$ cat src/rtl/uart_sample_tx_if.sv
// FIFO-to-UART link: head-of-FIFO handshake plus serial line and busy status.
// The slave modport is the transmitter, the master modport is the FIFO/host side.
interface uart_sample_tx_if #(
  parameter int DATA_WIDTH = 9
);
  logic [DATA_WIDTH-1:0] in_data;
  logic                  in_valid;
  logic                  in_read;
  logic                  tx;
  logic                  busy;

  modport master (
    output in_data, in_valid,
    input  in_read, tx, busy
  );

  modport slave (
    input  in_data, in_valid,
    output in_read, tx, busy
  );
endinterface

$ cat src/rtl/uart_sample_tx.sv
// Drains one FIFO word at a time and sends it as two 8N1 bytes: a marked high
// byte (bit 7 set) followed by the low seven bits, so the host can realign.
module uart_sample_tx #(
  parameter int DATA_WIDTH   = 9,
  parameter int CLKS_PER_BIT = 868
) (
  input logic              clk,
  input logic              rst,
  uart_sample_tx_if.slave  bus
);
  localparam int CW = (CLKS_PER_BIT > 1) ? $clog2(CLKS_PER_BIT) : 1;
  localparam logic [CW-1:0] BAUD_LAST = CW'(CLKS_PER_BIT - 1);

  typedef enum logic [1:0] {IDLE, START, DATA, STOP} state_t;

  state_t                state;
  logic [DATA_WIDTH-1:0] word;
  logic                  byte_idx;
  logic [2:0]            bit_idx;
  logic [CW-1:0]         baud_cnt;

  logic [7:0] byte0;
  logic [7:0] byte1;
  logic [7:0] cur_byte;
  logic [2:0] next_bit;
  logic       baud_done;

  // High byte carries the marker plus the bits above the low seven, zero-padded.
  assign byte0     = 8'h80 | 8'(word >> 7);
  assign byte1     = {1'b0, word[6:0]};
  assign cur_byte  = byte_idx ? byte1 : byte0;
  assign next_bit  = bit_idx + 3'd1;
  assign baud_done = (baud_cnt == BAUD_LAST);

  always_ff @(posedge clk) begin
    if (rst) begin
      state       <= IDLE;
      word        <= '0;
      byte_idx    <= 1'b0;
      bit_idx     <= 3'd0;
      baud_cnt    <= '0;
      bus.tx      <= 1'b1;
      bus.in_read <= 1'b0;
      bus.busy    <= 1'b0;
    end else begin
      bus.in_read <= 1'b0;
      case (state)
        IDLE: begin
          bus.tx   <= 1'b1;
          bus.busy <= 1'b0;
          if (bus.in_valid) begin
            word        <= bus.in_data;
            bus.in_read <= 1'b1;
            bus.tx      <= 1'b0;
            bus.busy    <= 1'b1;
            byte_idx    <= 1'b0;
            baud_cnt    <= '0;
            state       <= START;
          end
        end
        START: begin
          if (baud_done) begin
            baud_cnt <= '0;
            bit_idx  <= 3'd0;
            bus.tx   <= cur_byte[0];
            state    <= DATA;
          end else begin
            baud_cnt <= baud_cnt + CW'(1);
          end
        end
        DATA: begin
          if (baud_done) begin
            baud_cnt <= '0;
            if (bit_idx == 3'd7) begin
              bit_idx <= 3'd0;
              bus.tx  <= 1'b1;
              state   <= STOP;
            end else begin
              bit_idx <= next_bit;
              bus.tx  <= cur_byte[next_bit];
            end
          end else begin
            baud_cnt <= baud_cnt + CW'(1);
          end
        end
        STOP: begin
          if (baud_done) begin
            baud_cnt <= '0;
            // Low byte follows the high byte with no gap; after it, one idle cycle minimum.
            if (!byte_idx) begin
              byte_idx <= 1'b1;
              bus.tx   <= 1'b0;
              state    <= START;
            end else begin
              bus.tx   <= 1'b1;
              bus.busy <= 1'b0;
              state    <= IDLE;
            end
          end else begin
            baud_cnt <= baud_cnt + CW'(1);
          end
        end
        default: begin
          bus.tx   <= 1'b1;
          bus.busy <= 1'b0;
          state    <= IDLE;
        end
      endcase
    end
  end
endmodule

$ cat src/flat_wrapper.sv
// flat-port wrapper written by rule: the top's interface ports become plain ports
module uart_sample_tx_flat 
#(
  parameter int DATA_WIDTH   = 9,
  parameter int CLKS_PER_BIT = 868
)
  (clk, rst, bus_in_data, bus_in_valid, bus_in_read, bus_tx, bus_busy);
  uart_sample_tx_if #(.DATA_WIDTH(DATA_WIDTH)) bus_i ();
  input logic clk;
  input logic rst;
  input wire logic [$bits(bus_i.in_data)-1:0] bus_in_data;
  input wire logic [$bits(bus_i.in_valid)-1:0] bus_in_valid;
  output wire logic [$bits(bus_i.in_read)-1:0] bus_in_read;
  output wire logic [$bits(bus_i.tx)-1:0] bus_tx;
  output wire logic [$bits(bus_i.busy)-1:0] bus_busy;
  assign bus_i.in_data = bus_in_data;
  assign bus_i.in_valid = bus_in_valid;
  assign bus_in_read = bus_i.in_read;
  assign bus_tx = bus_i.tx;
  assign bus_busy = bus_i.busy;
  uart_sample_tx #(.DATA_WIDTH(DATA_WIDTH), .CLKS_PER_BIT(CLKS_PER_BIT)) u_core (.clk(clk), .rst(rst), .bus(bus_i));
endmodule
$ cat config.mk
export PLATFORM = sky130hd
export DESIGN_NAME = uart_sample_tx_flat
export DESIGN_NICKNAME = d
export VERILOG_FILES = /design/src/rtl/uart_sample_tx_if.sv /design/src/rtl/uart_sample_tx.sv /design/src/flat_wrapper.sv
export SDC_FILE = /design/constraint.sdc
export NUM_CORES = 1
export LEC_CHECK = 0
export CORE_MARGIN = 5
export CORE_UTILIZATION = 50
export DETAILED_ROUTE_END_ITERATION = 7
export PLACE_DENSITY = 0.76
export SETUP_SLACK_MARGIN = 0.15
export SYNTH_ARGS = -nofsm -noshare
export SYNTH_HDL_FRONTEND = slang
export SYNTH_SLANG_ARGS = --single-unit
$ cat constraint.sdc
create_clock -name clk -period 1.7 [get_ports clk]
set_clock_uncertainty 0.2 [all_clocks]
set_input_delay 0.34 -clock clk [delete_from_list [all_inputs] [get_ports clk]]
set_output_delay 0.34 -clock clk [all_outputs]
set_load 0.02 [all_outputs]
Word-level counts from Yosys, hierarchy flattened
Index checks and enable logic that the tools add are counted.

storage, ports and cells
  register bits = 28
  input port bits = 12
  word-level logic and storage cells = 65

cells by class
  bitwise logic cells = 1
  equality and inequality tests = 11
  mux-type cells = 31
  $add $sub $neg = 2
  $lt $le $gt $ge = 1
  reductions and logical operators = 11

operators by type and width
  operator                 count
  $mux W10                 2
  $pmux W10 S2             1
  $mux W1                  13
  $reduce_and A3 Y1        4
  $add A10 B1 Y10 const B  1
  $eq A10 B10 Y1 const B   1
  $mux W2                  5
  $ne A2 B1 Y1 const B     5
  $mux W3                  3
  $mux W8                  1
  $pmux W2 S4              1
  $pmux W3 S2              1
  $reduce_and A5 Y1        1
  $eq A2 B2 Y1 const B     2
  $lt A3 B4 Y1 const B     1
  $pmux W1 S2              2
  $pmux W1 S4              1
  $reduce_bool A2 Y1       2
  $add A3 B1 Y3 const B    1
  $bmux W1 S3              1
  $eq A3 B3 Y1 const B     1
  $reduce_or A3 Y1         1
  $eq A2 B1 Y1 const B     1
  $logic_not A2 Y1         1
  4 further kinds          4

Depth between registers and ports, before layout
  depth after elaboration = 6
  mapped depth = 7
  mapped depth without buffers = 6

Least setup slack after synthesis
Ideal clock, no wire load.

  kind = register to register
  start point = reg u_core.bit_idx[0]
  end point = reg u_core.bus.tx
  arrival time = 1.572 ns
  stages on the path, launching flop included = 6
  buffers on the path = 0
  setup slack = -0.188 ns
  setup time = 0.117 ns
  required time = 1.383 ns
  path through = dfxtp_1 ha_1 mux2_2 a221oi_1 a211oi_1 o22a_1

between the ends
  cells in the longest elaborated chain, start to end = 6
  elaborated cells on any way between the ends = 7
  those cells by class = 1 x add/sub; 1 x eq/ne; 5 x mux

ends and longest elaborated chain
  what                           line                     source
  from (decl)                    uart_sample_tx.sv:19     logic [2:0] bit_idx;
  from (signal assigned)         uart_sample_tx.sv:79     bit_idx <= next_bit;
  $add A3 B1 Y3                  uart_sample_tx.sv:32     assign next_bit = bit_idx + 3'd1;
  $bmux W1 S3                    uart_sample_tx.sv:80     bus.tx <= cur_byte[next_bit];
  $mux W1 (implied by the code)  uart_sample_tx.sv:80
  $mux W1 (*)                    uart_sample_tx.sv:74     if (bit_idx == 3'd7) begin
  $mux W1 (*)                    uart_sample_tx.sv:72     if (baud_done) begin
  $pmux W1 S4 (*)                uart_sample_tx.sv:47     case (state)
  to (signal assigned)           uart_sample_tx.sv:65     bus.tx <= cur_byte[0];
  to (signal assigned)           uart_sample_tx.sv:80
  to (decl)                      uart_sample_tx_if.sv:19  output in_read, tx, busy

Mark *: on every way between the ends. The rest lies on a longest branch, timed or not. The select of a mux whose other input is x is not followed.
A chain may end at the register's enable or synchronous reset.

Final worst setup path
  start point = reg u_core.state[1]
  end point = reg u_core.bus.tx

between the ends
  cells in the longest elaborated chain, start to end = 3
  elaborated cells on any way between the ends = 9
  those cells by class = 6 x eq/ne; 1 x mux; 2 x reduce/logical

ends and longest elaborated chain
  what                                          line                  source
  from (decl)                                   uart_sample_tx.sv:16  state_t state;
  from (signal assigned)                        uart_sample_tx.sv:37  state <= IDLE;
  from (signal assigned)                        uart_sample_tx.sv:58  state <= START;
  from (signal assigned)                        uart_sample_tx.sv:66  state <= DATA;
  $eq A2 B2 Y1 or $eq A2 B1 Y1 (tied branches)  uart_sample_tx.sv:47
  $ne A2 B1 Y1 (no source line)                 n/a
  $reduce_and A3 Y1 (no source line)            n/a

Several ways; a longest one is shown, not always the timed one.

==> summary.md <==
| Metric | Value |
|---|---|
| Area of the multi-input gates | `~1200 um2` |
| RR Endpoint | `u_core.bus.tx` |
| RSZ-0062 raised after global routing | `true` |
| Post-DP HPWL | `~2800 um` |
| Vias | `approximately 1,600` |
| Slowest-stage cell, CP | `dfxtp_4` |
| Post-Syn Area per Cell | `roughly 8.6 um2` |
| Final nets | `~250` |
| Pins Over Slew Limit | `0` |
| Worst Hold Path Cells | `2` |
| H-tree levels | `1` |
| Share of layout cells above drive strength 1 | `0.5000` |
| Fin. Hold Viols | `0` |
| Largest cells by area after synthesis | `dfxtp_1, nand2_1, ha_1, a21oi_1, nor2_1` |
| Maximum clock frequency | `~560 MHz` |
| Critical Path Sink Type | `flip-flop` |
| Die X | `between 60 and 70 um` |
| Final worst path period share | `1.047` |
| Vias in the first global route | `approximately 1,500` |
| Residual DRC | `0` |
| Core ar. | `2805 um2` |
| CTS tree | `built` |
| Netlist cell types | `43` |
| Setup Viol. Count Final | `7` |
| HP Start | `u_core.word[3]` |
| DRT Wirelength | `4825 um` |
| EDFF count, synth | `0` |
| Setup Crit Path Kind | `flip-flop to flip-flop` |
| Crit path required time | `1.76 ns` |
| Tmin final | `1.780 ns` |
| Rel. slew slack | `0.7922` |
| # rows | `19` |
| Filler cells | `~140` |
| Global-route usage over all layers | `0.2108` |
| GPL Wtd Cong | `0.8174` |
| Port Buf Inserts | `14` |
| Sequential share of the synthesized area | `0.3790` |
| I/O pin count | `15` |
| Arrival @ worst endpoint | `1.84 ns` |
| Post-layout worst setup margin | `-0.07987 ns` |
| Peak supply drop | `around 0.77 mV` |
| Max-cap violations | `0` |
| Number of cells on the worst reg-to-reg path | `6` |
| Hold crit path type | `flip-flop to flip-flop` |
| Max clock buf depth | `2` |
| Status | `finished with violations` |
| # diodes | `0` |
| Global route overflow | `0` |
| Root Driver | `clkbuf_4` |
| Largest net degree at the start of global routing | `16` |
| Synthesized Nets | `192` |
| Clock latency reported for the late side of the worst-skew pair | `between 0.3 and 0.4 ns` |
| Pre-CTS setup slack | `-0.3289 ns` |
| Primary FF master, synth | `dfxtp_1` |
| Hold-fix buffers, CTS | `0` |
| Post-synth top area cell | `dfxtp_1` |
| Antenna violations before repair | `0` |
| Post-synth ARST share | `0` |
| Sink Count | `28` |
| Post-DRT Antenna Nets | `0` |
| Vias/cell | `around 6.2` |
| Cts bufs inserted | `3` |
| Max Fanout on Critical Path | `4` |
| DRT iter0 DRCs | `95` |
| Worst Hold End | `u_core.word[3]` |
| Tot Pwr | `2.993 mW` |
| Post-synth top area share | `0.3790` |
| Initial core utilization | `0.5272` |
| Mapped cell area | `~1500 um2` |
| Full die area | `between 4000 and 5000 um2` |
| First-pass detailed-route iteration total | `4` |
| Critical Path Source Type | `flip-flop` |
| Post-Place Cells | `roughly 240` |
| Die Y | `about 64 um` |
| TNS Setup | `-0.4645 ns` |
| Area grow syn2layout | `58.21%` |
| CTS clk-pin slew, worst paths | `0.17 ns` |
| Tightest Pin Transition | `a little over 0.3 ns` |
| Yosys warnings | `0` |
| Routed WL per cell | `between 15 and 20 um` |
| Max stage delay on crit path | `0.41 ns` |
| Global-route wire length before repair | `6975 um` |
| Sequential Area | `approximately 580 um2` |
| Failing checks | `negative setup slack` |
| Final instance count without filler cells | `257` |
| P_leak | `about 0.87 nW` |
| Pwr per Cell Area | `roughly 1300 nW/um2` |
| Reg2reg start | `u_core.state[1]` |
| FF+latch count, synth | `28` |
| Synth Instances | `about 170` |
| Crit path cell chain | `inv_4, ha_4, nor3_4, a31o_4, mux2_4, o22a_1` |
| Worst reg2reg setup slack | `-0.08 ns` |
## cells in the final DEF, fill, tap and decap left out, types with 5 or more instances in the layout
cell             count
buf_4               34
nand2_1             24
dfxtp_1             17
a21oi_1             13
clkdlybuf4s50_1     11
nor2_1              10
buf_6                8
dfxtp_2              8
inv_1                6
ha_4                 6
xnor2_1              5
nand2_2              5
## timing repair
item,4_1_cts,5_1_grt
buffers inserted,3,5
pin swaps,11,10
cloned,1,0
resized for setup,42,30
endpoints found under the setup margin,21,30
## final cells by class
| cell class | count | share of cell area |
|---|---|---|
| repair buffers | 56 | 0.2011 |
| flip-flops and latches | 28 | 0.2487 |
| clock buffers | 4 | 0.01551 |
| multi-input cells | 130 | 0.5043 |
| inverters | 8 | 0.01390 |
| well taps | 31 | 0.01658 |
## power breakdown
part	switching, mW	internal (mW)	leakage (nW)
Combinational	0.884	0.888	0.613
Clock	0.216	0.131	0.0210
Sequential	0.0977	0.776	0.233
Total	1.20	1.80	0.867
## cells by family (layout without fill, tap and decap cells)
| logic type | count (synthesis) | count (layout) | synth area share |
|---|---|---|---|
| AOI/OAI and AO/OA | 41 | 42 | 0.1878 |
| buffers and inverters | 15 | 68 | 0.04738 |
| DFF | 28 | 28 | 0.3790 |
| and+or+nand+nor | 68 | 68 | 0.2284 |
| muxes | 5 | 5 | 0.04822 |
| xor gates and xnor gates | 7 | 7 | 0.04146 |
| adders and majority gates | 8 | 8 | 0.06768 |
## worst max-delay path: cells and delay by family, from the launching register on
| family | cells | cell delay (ns) |
|---|---|---|
| AOI/OAI and AO/OA | 2 | 0.33 |
| adders and majority gates | 1 | 0.18 |
| muxes | 1 | 0.29 |
| and+or+nand+nor | 1 | 0.22 |
| DFF | 1 | 0.41 |
| buffers and inverters | 1 | 0.05 |
## flip-flops by register name (all words and copies together), names as in the netlist
| signal | flops |
|---|---|
| u_core.baud_cnt | 10 |
| u_core.bit_idx | 3 |
| u_core.bus.busy | 1 |
| u_core.bus.in_read | 1 |
| u_core.bus.tx | 1 |
| u_core.byte_idx | 1 |
| u_core.state | 2 |
| u_core.word | 9 |
## worst max path at each step
stage	depth (start not counted)	startpoint	slack, ns	end
floorplan	7	u_core.state[0]	-0.04	u_core.baud_cnt[6]
global placement	5	bus_in_valid	-0.21	u_core.baud_cnt[1]
detailed placement	5	bus_in_valid	-0.33	u_core.baud_cnt[6]
CTS	6	u_core.state[0]	-0.09	u_core.bus.tx
global route	6	u_core.state[0]	-0.14	u_core.bus.tx
finish	6	u_core.state[1]	-0.08	u_core.bus.tx
## synth_stat cells (2+ instances only)
cell and number:
buf_2 2, and2_1 2, a21oi_1 17, ha_1 8, o21ai_0 3, o41ai_1 2, a221oi_1 2, a31oi_1 2
nand2_1 30, nor2_1 14, mux2_2 2, a211oi_1 3, or3_1 2, nor4_1 2, nor3_1 3, inv_1 8
xor2_1 2, nor2b_1 3, a211o_1 2, a31o_2 2, nand3_1 2, xnor2_1 5, nand2b_1 2, nand4_1 4
dfxtp_1 28, clkbuf_1 3
## layer usage
layer	share of wire	wire [um]	up-vias	track usage
met2	0.52	2489	66	0.3660
met3	0.058	281	30	0.03678
met1	0.38	1829	773	0.2585
met4	0.047	225	0	0.08179
li1	-	-	723	-
met5	0	0	-	0
## metrics by stage
stage	util	hold slack (ns)	cell area, um2
after global placement	0.6994	0.2426	1962
after global routing	0.8341	0.3033	2340
final	0.8341	0.2786	2340
after detailed placement	0.6994	0.2584	1962
after floorplan	-	0.2332	1570
after CTS	0.7859	0.2781	2205
(Power assumes the default switching activity.)
==> edit 1, RTL diff (config.mk and constraints unchanged) <==
`DATA_WIDTH` is set to 9 in 3 places; all go to 8.
--- a/src/rtl/uart_sample_tx_if.sv
+++ b/src/rtl/uart_sample_tx_if.sv
@@ -1,7 +1,7 @@
 // FIFO-to-UART link: head-of-FIFO handshake plus serial line and busy status.
 // The slave modport is the transmitter, the master modport is the FIFO/host side.
 interface uart_sample_tx_if #(
-  parameter int DATA_WIDTH = 9
+  parameter int DATA_WIDTH = 8
 );
   logic [DATA_WIDTH-1:0] in_data;
   logic                  in_valid;
--- a/src/rtl/uart_sample_tx.sv
+++ b/src/rtl/uart_sample_tx.sv
@@ -1,7 +1,7 @@
 // Drains one FIFO word at a time and sends it as two 8N1 bytes: a marked high
 // byte (bit 7 set) followed by the low seven bits, so the host can realign.
 module uart_sample_tx #(
-  parameter int DATA_WIDTH   = 9,
+  parameter int DATA_WIDTH   = 8,
   parameter int CLKS_PER_BIT = 868
 ) (
   input logic              clk,
--- a/src/flat_wrapper.sv
+++ b/src/flat_wrapper.sv
@@ -1,7 +1,7 @@
 // flat-port wrapper written by rule: the top's interface ports become plain ports
 module uart_sample_tx_flat 
 #(
-  parameter int DATA_WIDTH   = 9,
+  parameter int DATA_WIDTH   = 8,
   parameter int CLKS_PER_BIT = 868
 )
   (clk, rst, bus_in_data, bus_in_valid, bus_in_read, bus_tx, bus_busy);
Interface: changed (resized bus_in_data); port bits go from 15 to 14. No check against the original RTL was run, so the function may have changed too.
==> edit 1 against the original RTL <==
  * The run still ends with negative setup slack left
  * Area after synthesis down 2.5%
  * Maximum frequency fell by 4.0%
  * Total power is 9.1% lower
  * Combinational power shrank 10%
  * Setup slack lost 0.074 ns
  * Final area decreased by 4.7%
  * Sequential share of layout area about the same
  * Wire length fell by 3.7%
  * Sequential cell count down 1
  * Worst hold slack got worse by 0.0053 ns
  * Highest routed layer unchanged
==> edit 1: results (changes against the original RTL) <==
Placed design
  • HPWL after DPL: 2940 um (+4.0%)
  • Post-DP Area: 0.00198 sq mm (+0.96%)
  • Placed cells: 236 (-3.3%)
  • DP Worst Slack: -0.253 ns (+0.0756 ns)
  • RD Place Congestion: 0.877 (+7.3%)
  • Port bufs: 13 (-1)

Detailed routing
  • Initial DRC Count: 99 (+4.2%)
  • Wire per inst: 18.5 um (-1.4%)
  • Vias: 1,558 (-2.1%)
  • Via/cell ratio: 6.21 (+0.20%)

STA
  • Final setup viols: 6 (-1)
  • Setup ws final: -0.154 ns (-0.0742 ns)
  • Worst slew margin relative to its limit: 0.710 (-0.0819)

Global routing
  • GRT Total Usage: 0.206 (-0.00460)
  • First-pass GRT wire length: 6870 um (-1.6%)
  • Largest net degree at the start of global routing: 17 (+1)
  • Vias in the first global route: 1,463 (-3.1%)

Logic synthesis
  • Syn_nets: 189 (-1.6%)
  • Syn avg cell area: 8.49 sq um (-1.3%)
  • Most common library cells after synthesis: dfxtp_1 (27), nand2_1 (18), a21oi_1 (17)
  • Register area share after synthesis: 0.375 (-0.00434)
  • Synth area leaders: dfxtp_1 (37%), ha_1 (6.9%), a21oi_1 (5.9%)

Clocking
  • Clock Latency Late Sink: 0.34 ns
  • Worst-path clk slew: 0.15 ns (-0.02 ns)

Cells and area
  • Fill count: 159 (+12%)
  • Reg area: 556 sq um (-4.5%)
  • Share of layout cells above drive strength 1: 0.436 (-0.0636)
  • Biggest regs: u_core.baud_cnt: 10 flops, u_core.word: 8 flops, u_core.bit_idx: 3 flops

Power
  • VDD IR-drop max: 1.10 mV (+43%)
  • Leak: 0.832 nW (-4.1%)

Worst setup path
  • Crit path largest cell delay: 0.46 ns (+0.05 ns)
  • Delay-heaviest family, CP: simple AND/OR/NAND/NOR gates
  • CP max FO: 5 (+1)
  • CP max stage cell: or4_4
  • WP data arrival: 1.93 ns (+0.09 ns)

Status
  • Outcome: finished, violations left
  • Failing checks: negative setup slack
-- edit 1: cell count changes after synthesis, moves of 2 or more --
| cell | change |
|---|---|
| nand2_1 | -12 |
| or4_1 | +2 |
| inv_1 | -2 |
| mux2i_1 | +3 |
| clkbuf_8 | +2 |
| a211o_1 | -2 |
| o21ai_0 | +3 |
| nor4b_1 | +2 |
| a221oi_1 | -2 |
| a31oi_1 | +3 |
| nand3_1 | +8 |
| mux2_2 | -2 |
-- edit 1: what timing repair did --
item	in CTS	in global routing
pin swaps	12	13
hold endpoints to repair	0	0
cloned	1	0
setup endpoints to repair	21	29
buffers inserted	3	7
gates resized for setup	16	29
-- edit 1: power breakdown --
| part | leakage (nW) | internal (mW) | switching [mW] |
|---|---|---|---|
| Clock | 0.0150 | 0.0923 | 0.202 |
| Combinational | 0.592 | 0.759 | 0.835 |
| Sequential | 0.224 | 0.737 | 0.0945 |
-- edit 1: metal layers --
metal  global-route usage  vias to the layer above  part of all wire  routed length (um)
li1                     -                      712                 -                   -
met1                0.254                      760              0.41                1890
met2                0.348                       69              0.51                2360
met3               0.0444                       17             0.059                 273
met4               0.0805                        0             0.028                 129
met5                    0                        -                 0                   0
-- edit 1: kinds of logic after synthesis --
| kind of cell | count (synthesis) | share of synthesized area |
|---|---|---|
| adder cells (fa/ha/maj) | 8 | 0.0694 |
| AND/OR/NAND/NOR | 69 | 0.261 |
| flip-flops | 27 | 0.375 |
| AO/OA/AOI/OAI | 39 | 0.163 |
| buffers and inverters | 15 | 0.0564 |
| multiplexers | 3 | 0.0208 |
| XOR/XNOR | 9 | 0.0546 |
-- edit 1: cell type report --
type | count | area share
multi-input cells | 129 | 0.509
flip-flops and latches | 27 | 0.249
repair buffers | 54 | 0.200
well taps | 31 | 0.0174
inverters | 6 | 0.0135
clock buffers | 4 | 0.0118
-- edit 1: worst paths after layout --
path                                 startpoint         endpoint  slack (ns)  depth (start not counted)
worst min-delay path             u_core.word[1]   u_core.word[1]        0.27                          2
worst max register to register  u_core.state[0]  u_core.state[0]       -0.15                          6
worst max-delay path            u_core.state[0]  u_core.state[0]       -0.15                          6
worst min register to register   u_core.word[1]   u_core.word[1]        0.27                          2
-- edit 1: worst register-to-register path, stage by stage (launching register included) --
cell and delay, ns:
dfxtp_4 0.43, inv_6 0.06, ha_4 0.18, nor3_4 0.24, a31oi_4 0.09, or4_4 0.46, a21oi_2 0.14
==> edit 2, RTL diff (config.mk and constraints unchanged) <==
Made on the original files. Reset style: asynchronous (`rst`), changed in one clocked block.
--- a/src/rtl/uart_sample_tx.sv
+++ b/src/rtl/uart_sample_tx.sv
@@ -32,7 +32,7 @@
   assign next_bit  = bit_idx + 3'd1;
   assign baud_done = (baud_cnt == BAUD_LAST);
 
-  always_ff @(posedge clk) begin
+  always_ff @(posedge clk or posedge rst) begin
     if (rst) begin
       state       <= IDLE;
       word        <= '0;
Behaviour: differs if rst is asserted again (counterexample within 4 cycles, from zero or initial values and one cycle with rst high); with rst held inactive, the same outputs for 10 cycles.
==> edit 2 against the original RTL <==
  * The flow still finishes with violations (negative setup slack)
  * Area after synthesis is 5.0% higher
  * Final area is 0.11% higher
  * Sequential cell count stayed put
  * Setup slack worse by 0.10 ns
  * Maximum frequency is 5.3% lower
  * Wire length is 5.6% lower
  * Critical path depth stayed put
Power is not compared: it rests on default switching activity, and its combinational part moved more than twofold at a synthesized area within 25%.
==> edit 2: results (changes against the original RTL) <==
Status
  • Outcome: finished, violations left
  • Failing checks: negative setup slack

Global routing
  • First-pass GRT wire length: 7370 um (+5.6%)
  • Vias in the first global route: 1,499 (-0.73%)
  • GRT Total Usage: 0.222 (+0.0116)
  • Initial antenna violation count: 0 (unchanged)
  • Largest net degree at the start of global routing: 29 (+13)

Logic synthesis
  • Cells after synthesis: 145 (-16%)
  • Yosys cell types: 42 (-2.3%)
  • Syn_nets: 165 (-14%)
  • Synth Flop Type: dfrtp_1
  • Synth Warn #: 0 (unchanged)
  • Most common library cells after synthesis: dfrtp_1 (27), nand2_1 (16), o21ai_0 (12)
  • Synth area leaders: dfrtp_1 (44%), mux2_2 (8.0%), ha_1 (6.4%)
  • Asr flop ratio synth: 1.00 (+1.00)
  • Register area share after synthesis: 0.452 (+0.0730)

Detailed routing
  • Drt drc: 0 (unchanged)
  • Pre-antenna DRT Iters: 4 (unchanged)
  • Vias: 1,444 (-9.3%)
  • Via/cell ratio: 5.82 (-6.0%)
  • Total wire length: 4560 um (-5.6%)
  • Initial DRC Count: 48 (-49%)

Placed design
  • Placed cells: 229 (-6.1%)
  • HPWL after DPL: 2700 um (-4.4%)
  • RD Place Congestion: 0.801 (-2.0%)
  • Post-DP Area: 0.00199 sq mm (+1.7%)
  • DP Worst Slack: -0.172 ns (+0.157 ns)
  • Port bufs: 14 (unchanged)

Clocking
  • Clock tree root buffer cell: clkbuf_4
  • Clock Latency Late Sink: 0.33 ns (-0.02 ns)
  • Worst-path clk slew: 0.16 ns
  • CTS max path bufs: 2 (unchanged)
  • H-tree Lvls: 1 (unchanged)
  • CTS Sinks: 28 (unchanged)
  • Num CTS Buffers: 3 (unchanged)

Cells and area
  • Antenna cells: 0 (unchanged)
  • Share of layout cells above drive strength 1: 0.510 (+0.00980)
  • Fill count: 175 (+23%)
  • Layout Area Growth over Synthesis: 50.8%
  • Biggest regs: u_core.baud_cnt: 10 flops, u_core.word: 9 flops, u_core.bit_idx: 3 flops

Worst setup path
  • CP max FO: 3 (-1)
  • Crit path largest cell delay: 0.45 ns (+0.04 ns)
  • CP max stage cell: or3_4
  • WP data arrival: 1.91 ns (+0.07 ns)
  • Critical Path Start Type: flip-flop
  • Delay-heaviest family, CP: simple AND/OR/NAND/NOR gates

Min path
  • Worst hold path type: input port to asynchronous set/reset pin

STA
  • Final setup viols: 18 (+11)
  • Worst slew pin tran: 0.501 ns (+0.190 ns)
  • Setup_tns: -2.08 ns (-1.61 ns)
  • Setup ws final: -0.180 ns (-0.100 ns)

Power
  • Leak: 1.03 nW
  • VDD IR-drop max: 0.383 mV
edit 2: area by class of cell:
class	instances	area share
Sequential cell	28	0.301
Timing Repair Buffer	56	0.214
Tap cell	44	0.0235
Inverter	6	0.0107
Clock buffer	4	0.0155
Multi-Input combinational cell	110	0.436
edit 2: worst paths after layout:
kind | slack [ns] | end | startpoint | cells past startpoint
max | -0.18 | u_core.bus.busy | u_core.baud_cnt[2] | 6
min | 0.12 | u_core.baud_cnt[7] | rst | 3
max in group asynchronous | 0.95 | u_core.bus.tx | rst | 3
max reg2reg | -0.18 | u_core.bus.busy | u_core.baud_cnt[2] | 6
min reg2reg | 0.34 | u_core.word[5] | u_core.word[5] | 1
min in group clk | 0.34 | u_core.word[5] | u_core.word[5] | 1
edit 2: per-layer routing:
layer / global-route usage / share of wire
met4: 0.0648 / 0.029
met5: 0 / 0
met2: 0.377 / 0.50
met3: 0.0274 / 0.059
met1: 0.296 / 0.41
edit 2: logic make-up (layout without fill, tap and decap cells):
logic type,after synthesis,count (layout),share of synthesized area
XOR/XNOR,1,1,0.00564
multiplexers,14,14,0.102
AO/OA/AOI/OAI,40,40,0.194
flip-flops,28,28,0.452
adder cells (fa/ha/maj),8,8,0.0645
buffers and inverters,8,66,0.0242
AND/OR/NAND/NOR,46,47,0.157
edit 2: what timing repair did:
action | in CTS | in global routing
buffers inserted | 9 | 5
pin swaps | 13 | 6
endpoints found under the setup margin | 31 | 31
resized for setup | 48 | 23
gates cloned | 1 | 0
edit 2: power breakdown:
group,switching (mW),leakage [nW],internal (mW),total [mW]
Clock,0.197,0.0210,0.131,0.328
Sequential,0,0.335,0.666,0.666
Combinational,0.0234,0.677,0.0298,0.0532
edit 2: tightest hold or removal path: stages:
cell and delay [ns]:
clkdlybuf4s50_1 0.39, inv_1 0.09, buf_12 0.20
